--- config.mk ---
export PLATFORM = sky130hd
export DESIGN_NAME = sdfm_sinc_filter_p
export DESIGN_NICKNAME = d
export VERILOG_FILES = /design/src/rtl/sdfm_sinc_filter_p.sv
export SDC_FILE = /design/constraint.sdc
export NUM_CORES = 1
export LEC_CHECK = 0
export BUFFER_PORTS_ARGS = -buffer_cell sky130_fd_sc_hd__clkbuf_2
export CAP_MARGIN = 20
export CORE_MARGIN = 5
export CORE_UTILIZATION = 60
export CTS_BUF_LIST = sky130_fd_sc_hd__clkbuf_8
export CTS_CLUSTER_DIAMETER = 30
export CTS_CLUSTER_SIZE = 10
export DETAILED_ROUTE_END_ITERATION = 7
export PLACE_DENSITY = 0.8
export SLEW_MARGIN = 10
export SYNTH_ARGS = -nofsm -noshare
export SYNTH_HDL_FRONTEND = slang
export SYNTH_SLANG_ARGS = --single-unit
--- constraint.sdc ---
create_clock -name SYSCLK -period 12.2 [get_ports SYSCLK]
set_clock_uncertainty 0.2 [all_clocks]
set_input_delay 2.44 -clock SYSCLK [delete_from_list [all_inputs] [get_ports SYSCLK]]
set_output_delay 2.44 -clock SYSCLK [all_outputs]
set_load 0.02 [all_outputs]
--- src/rtl/sdfm_sinc_filter_p.sv ---
// Single-channel sinc1..sinc4 (CIC) decimation filter with settle discard,
// acknowledge-mode hold/overrun, post-shift, saturation and restart on config change.
module sdfm_sinc_filter_p #(
   parameter int unsigned DEC_W   = 8,
   parameter int unsigned MAX_ORD = 4,
   parameter int unsigned OUT_W   = 32,
   parameter int unsigned SH_W    = 5
) (
   input  logic             SYSCLK,
   input  logic             SYSRSTn,
   input  logic             bit_valid,
   input  logic             bit_in,
   input  logic             reg_filten,
   input  logic [1:0]       reg_filtst,
   input  logic [DEC_W-1:0] reg_filtdec,
   input  logic [SH_W-1:0]  reg_filtsh,
   input  logic             reg_filtask,
   input  logic             filt_ack,
   output logic [OUT_W-1:0] filt_data_out,
   output logic             filt_data_update,
   output logic             filt_pending,
   output logic             filt_ovr,
   output logic             filt_sat
);

   localparam int unsigned ACC_W = MAX_ORD * DEC_W + 1;
   localparam int unsigned ORD_W = 3;
   localparam int unsigned EXT_W = (ACC_W > OUT_W) ? ACC_W : OUT_W + 1;

   logic [ACC_W-1:0] integ_q [MAX_ORD];
   logic [ACC_W-1:0] integ_d [MAX_ORD];
   logic [ACC_W-1:0] dly_q   [MAX_ORD];
   logic [ACC_W-1:0] dly_d   [MAX_ORD];
   logic [ACC_W-1:0] stg     [MAX_ORD+1];
   logic [DEC_W-1:0] cnt_q, cnt_d, dec_q;
   logic [ORD_W-1:0] settle_q, settle_d, ord, ord_raw;
   logic [1:0]       st_q;
   logic [SH_W-1:0]  sh_q;
   logic             evt_q, evt_d;
   logic [OUT_W-1:0] data_q, data_d;
   logic             upd_q, upd_d, pend_q, pend_d, ovr_q, ovr_d, sat_q, sat_d;
   logic             cfg_chg, discard, res_ok, accept, sat_w;
   logic [ACC_W-1:0] c_in, res;
   logic [EXT_W-1:0] r_ext;

   // Datapath and control next-state
   always_comb begin
      cfg_chg = (reg_filtst != st_q) || (reg_filtdec != dec_q) || (reg_filtsh != sh_q);
      ord_raw = {1'b0, st_q} + 3'd1;
      ord     = (ord_raw > ORD_W'(MAX_ORD)) ? ORD_W'(MAX_ORD) : ord_raw;

      // Integrators use registered upstream values (pipelined chain)
      integ_d = integ_q;
      cnt_d   = cnt_q;
      evt_d   = 1'b0;
      if (bit_valid) begin
         integ_d[0] = integ_q[0] + ACC_W'(bit_in);
         for (int k = 1; k < int'(MAX_ORD); k++) begin
            if (ORD_W'(k) < ord) integ_d[k] = integ_q[k] + integ_q[k-1];
         end
         evt_d = (cnt_q == dec_q);
         cnt_d = (cnt_q == dec_q) ? '0 : cnt_q + DEC_W'(1);
      end

      c_in = integ_q[0];
      for (int k = 0; k < int'(MAX_ORD); k++) begin
         if (ORD_W'(k + 1) == ord) c_in = integ_q[k];
      end
      stg[0] = c_in;
      for (int k = 0; k < int'(MAX_ORD); k++) stg[k+1] = stg[k] - dly_q[k];
      res = stg[0];
      for (int k = 1; k <= int'(MAX_ORD); k++) begin
         if (ORD_W'(k) == ord) res = stg[k];
      end

      dly_d = dly_q;
      if (evt_q) begin
         for (int k = 0; k < int'(MAX_ORD); k++) begin
            if (ORD_W'(k) < ord) dly_d[k] = stg[k];
         end
      end

      r_ext = EXT_W'(res) >> sh_q;
      sat_w = |(r_ext >> OUT_W);

      discard  = evt_q && (settle_q < ord);
      settle_d = discard ? settle_q + 3'd1 : settle_q;
      res_ok   = evt_q && !discard && !cfg_chg && reg_filten;
      accept   = !reg_filtask || !pend_q || filt_ack;

      data_d = data_q;
      upd_d  = 1'b0;
      sat_d  = 1'b0;
      if (res_ok && accept) begin
         data_d = sat_w ? '1 : OUT_W'(r_ext);
         upd_d  = 1'b1;
         sat_d  = sat_w;
      end

      pend_d = pend_q;
      ovr_d  = ovr_q;
      if (!reg_filtask) begin
         pend_d = 1'b0;
         ovr_d  = 1'b0;
      end else begin
         if (res_ok && accept) pend_d = 1'b1;
         else if (filt_ack)    pend_d = 1'b0;
         if (filt_ack)                 ovr_d = 1'b0;
         else if (res_ok && pend_q)    ovr_d = 1'b1;
      end

      // Disable or configuration change restarts the filter state
      if (!reg_filten || cfg_chg) begin
         for (int k = 0; k < int'(MAX_ORD); k++) begin
            integ_d[k] = '0;
            dly_d[k]   = '0;
         end
         cnt_d    = '0;
         settle_d = '0;
         evt_d    = 1'b0;
      end
      if (!reg_filten) begin
         upd_d  = 1'b0;
         sat_d  = 1'b0;
         pend_d = 1'b0;
         ovr_d  = 1'b0;
      end
   end

   always_ff @(posedge SYSCLK or negedge SYSRSTn) begin
      if (!SYSRSTn) begin
         for (int k = 0; k < int'(MAX_ORD); k++) begin
            integ_q[k] <= '0;
            dly_q[k]   <= '0;
         end
         cnt_q    <= '0;
         settle_q <= '0;
         evt_q    <= 1'b0;
         st_q     <= '0;
         dec_q    <= '0;
         sh_q     <= '0;
         data_q   <= '0;
         upd_q    <= 1'b0;
         pend_q   <= 1'b0;
         ovr_q    <= 1'b0;
         sat_q    <= 1'b0;
      end else begin
         integ_q  <= integ_d;
         dly_q    <= dly_d;
         cnt_q    <= cnt_d;
         settle_q <= settle_d;
         evt_q    <= evt_d;
         st_q     <= reg_filtst;
         dec_q    <= reg_filtdec;
         sh_q     <= reg_filtsh;
         data_q   <= data_d;
         upd_q    <= upd_d;
         pend_q   <= pend_d;
         ovr_q    <= ovr_d;
         sat_q    <= sat_d;
      end
   end

   assign filt_data_out    = data_q;
   assign filt_data_update = upd_q;
   assign filt_pending     = pend_q;
   assign filt_ovr         = ovr_q;
   assign filt_sat         = sat_q;

endmodule
==> flow_summary.yaml <==
worst_setup_path:
  crit_fanout: 42
  rr_worst_depth: 38
  cp_slowest_cell: "or4b_1"
  worst_setup_path_start_kind: "register"
  r2r_setup_slack_ns: 0.86
  cpPeakStageDelay_ns: 0.68
  critPathTopFamily: "compound AO/OA/AOI/OAI gates"
  crit_type: "reg -> reg"
  crit_buf_inv: 4
  cp.arrival_ns: 11.71
  cp-startpoint: "st_q[0]"
  cp-end-kind: "register"
  r2r_start: "st_q[0]"
  regToRegEndpoint: "filt_data_out[19]"
  crit_required_ns: 12.57
detailed_routing:
  dr.max_layer_used: "met4"
  met3_wirelength_mm: 6.58
  wl_met2_mm: 37.2
  drt-wirelength-per-cell_um: 19.6
  drt_pass1_iterations: 6
  dr.first_iter.drc_count: 2597
  route.detailed.drc: 0
  drt-total-wl_mm: 84.0
  ant_nets: 0
  wl_met1_mm: 36.0
  viasPerCell: 6.35
  route.vias.total: 27200
final_layout:
  layout.cells.most_common: "nand2_1"
  area_growth_syn_to_layout_pct: 9.93
  design_area_sq_um: 31600
  drive_gt1_share_pct: 9.00
  layout_common_cells: "477 x nand2_1, 348 x a21oi_1, 327 x dfrtp_1"
  fin_nets: 3863
placement:
  gp_congestion: 1.01
  dp_hpwl_mm: 61.9
  portBuffers: 57
  placed_area_sq_um: 29600
sta:
  fmax_mhz: 88.2
  min_period_ns: 11.34
  rsz0062_at_grt: "no"
  finalSetupViolations: 0
  whs_ns: 0.275
  fin_tns_setup_ns: 0
  finalCritPeriodShare_pct: 92.9
  worst_slew_pin_slew_ns: 1.09
  max_slew_margin_pct: 27.2
  finalHoldViolCount: 0
  slew_viol_final: 0
flow_run:
  cap_violations: 0
status:
  status: "complete, no violations"
clock_tree:
  cts_buffer_depth: 3
  cts-hold-fix-buffers: 0
  clkSlewWorstSetupHoldPaths_ns: 0.06
  cts-htree-levels: 3
  cts_buffers: 83
  clock_latency_ns: 0.71
  cts.sinks: 327
  root_buffer: "clkbuf_8"
  tritoncts: "yes"
floorplan:
  core-area_sq_um: 47500
  initial_core_util_pct: 60.5
  row_count: 80
  pin_count: 58
  fp.dieW_um: 229
  die_h_um: 229
  dieArea_sq_um: 52400
yosys:
  synth_area_sq_um: 28800
  synth_flop_cell: "dfrtp_1"
  avgSynthCellArea_sq_um: 8.04
  yosysWarnings: 0
  synth_seq_area_share_pct: 28.5
  ys_types: 83
  synth_edf_count: 0
  syn-num-nets: 3841
  synthArstFlopShare_pct: 100
  ys_ff_latch: 327
  synth_cells: 3577
hold_path:
  worstHoldEndpoint: "dly_q[107]"
  whs_path_depth: 2
  hold_path_startpoint: "dly_q[107]"
  min_path_type: "reg -> reg"
power_and_ir_drop:
  power_leakage_nw: 14.2
  power.density_nw_per_um2: 134
  vdd_drop_max_mv: 0.110
grt:
  grt-ovfl-total: 0
  antenna_found_initial: 2
  grt_first_pass_wirelength_mm: 136
  grt_start_max_net_pins: 90
  grt_pass1_vias: 26000
  grt_use_total_pct: 31.3
-- worst max-delay path by stage --
stage | to | slack, ns | cells past startpoint
finish | filt_data_out[19] | 0.86 | 38
global route | filt_data_out[14] | 0.08 | 44
CTS | filt_data_out[0] | 0.87 | 39
detailed placement | filt_data_out[0] | 0.86 | 39
global placement | filt_data_out[0] | 1.23 | 40
floorplan | filt_data_out[14] | 1.86 | 47
-- cell type report --
cell class	instances	area [sq um]
timing repair buffer	94	581
inverter	216	811
sequential	327	8180
fill	4004	15900
antenna	2	5.00
multi-input combinational	2877	19300
clock buffer	98	1350
clock inverter	54	657
tap	615	769
-- layer usage --
layer,vias to the layer above,GRT usage (%)
met1,12800,42.7
met2,1140,49.1
met3,252,5.25
met4,0,13.9
met5,-,0
li1,13000,-
-- cell usage after synthesis, types with 10 or more instances --
| library cell | number | share of area [%] |
|---|---|---|
| a22o_1 | 95 | 2.9 |
| nand2b_1 | 28 | 0.61 |
| nand4_1 | 34 | 0.74 |
| o211ai_1 | 39 | 1.0 |
| a211o_1 | 12 | 0.37 |
| and3_1 | 32 | 0.70 |
| o21a_1 | 52 | 1.4 |
| and2_1 | 29 | 0.63 |
| nand2_1 | 477 | 6.2 |
| nor4_1 | 12 | 0.26 |
| xnor2_1 | 128 | 3.9 |
| a21o_1 | 89 | 2.3 |
| nor3_1 | 49 | 0.85 |
| a31oi_1 | 29 | 0.63 |
| ha_1 | 235 | 10 |
| o31ai_1 | 29 | 0.76 |
| nand3_1 | 73 | 1.3 |
| or3_1 | 28 | 0.61 |
| o211a_1 | 10 | 0.35 |
| nor2_1 | 288 | 3.8 |
| a211oi_1 | 57 | 1.5 |
| o21bai_1 | 30 | 0.78 |
| mux2i_1 | 79 | 2.7 |
| dfrtp_1 | 327 | 28 |
| a21oi_1 | 351 | 6.1 |
| clkbuf_1 | 129 | 1.7 |
| a221oi_1 | 14 | 0.43 |
| a21boi_0 | 17 | 0.44 |
| xor2_1 | 93 | 2.8 |
| a311oi_1 | 11 | 0.34 |
| mux2_2 | 26 | 1.0 |
| or2_2 | 13 | 0.28 |
| inv_1 | 212 | 2.8 |
| o2111ai_1 | 10 | 0.30 |
| nor2b_1 | 29 | 0.63 |
| o21ai_0 | 213 | 3.7 |
| buf_1 | 22 | 0.29 |
-- kinds of logic after synthesis --
family	Yosys count	synth area share, %
compound gates	1175	27.1
xor+xnor	223	6.89
fa+ha+maj	242	10.7
buf+inv	373	4.89
flops	327	28.5
mux	114	4.47
simple gates	1123	17.5
-- tightest hold or removal path: stages (launching register included) --
cell and delay (ns):
dfrtp_1 0.34, nand2_1 0.04, o21ai_0 0.06
-- registers in the layout, indices dropped and copies added, names as in the netlist --
| name | count |
|---|---|
| settle_q | 3 |
| filt_sat | 1 |
| filt_data_out | 32 |
| filt_ovr | 1 |
| filt_pending | 1 |
| st_q | 2 |
| evt_q | 1 |
| dly_q | 132 |
| cnt_q | 8 |
| dec_q | 8 |
| sh_q | 5 |
| filt_data_update | 1 |
| integ_q | 132 |
-- power breakdown --
| part | leakage, nW | switching, mW | total [mW] | internal (mW) |
|---|---|---|---|---|
| Combinational | 8.64 | 0.956 | 1.52 | 0.559 |
| Clock | 1.01 | 0.616 | 1.62 | 1.00 |
| Sequential | 4.54 | 0.00368 | 1.09 | 1.09 |
-- stage by stage --
step | total power [mW] | setup slack (ns) | utilization [%] | std cells
final | 4.23 | 0.863 | 66.5 | 4283
after global routing | 4.42 | 0.0766 | 66.5 | 4283
after CTS | 4.19 | 0.874 | 66.4 | 4280
after detailed placement | 2.55 | 0.862 | 62.2 | 4128
after global placement | 2.55 | 1.23 | 62.2 | 4128
after floorplan | 2.18 | 1.86 | - | 3577
-- repair_timing --
| action | 4_1_cts | 5_1_grt |
|---|---|---|
| setup endpoints to repair | 0 | 22 |
| hold endpoints to repair | 0 | 0 |
| resized for setup | 0 | 5 |
| buffers inserted | 0 | 1 |
Power figures use the tool's default switching activity.
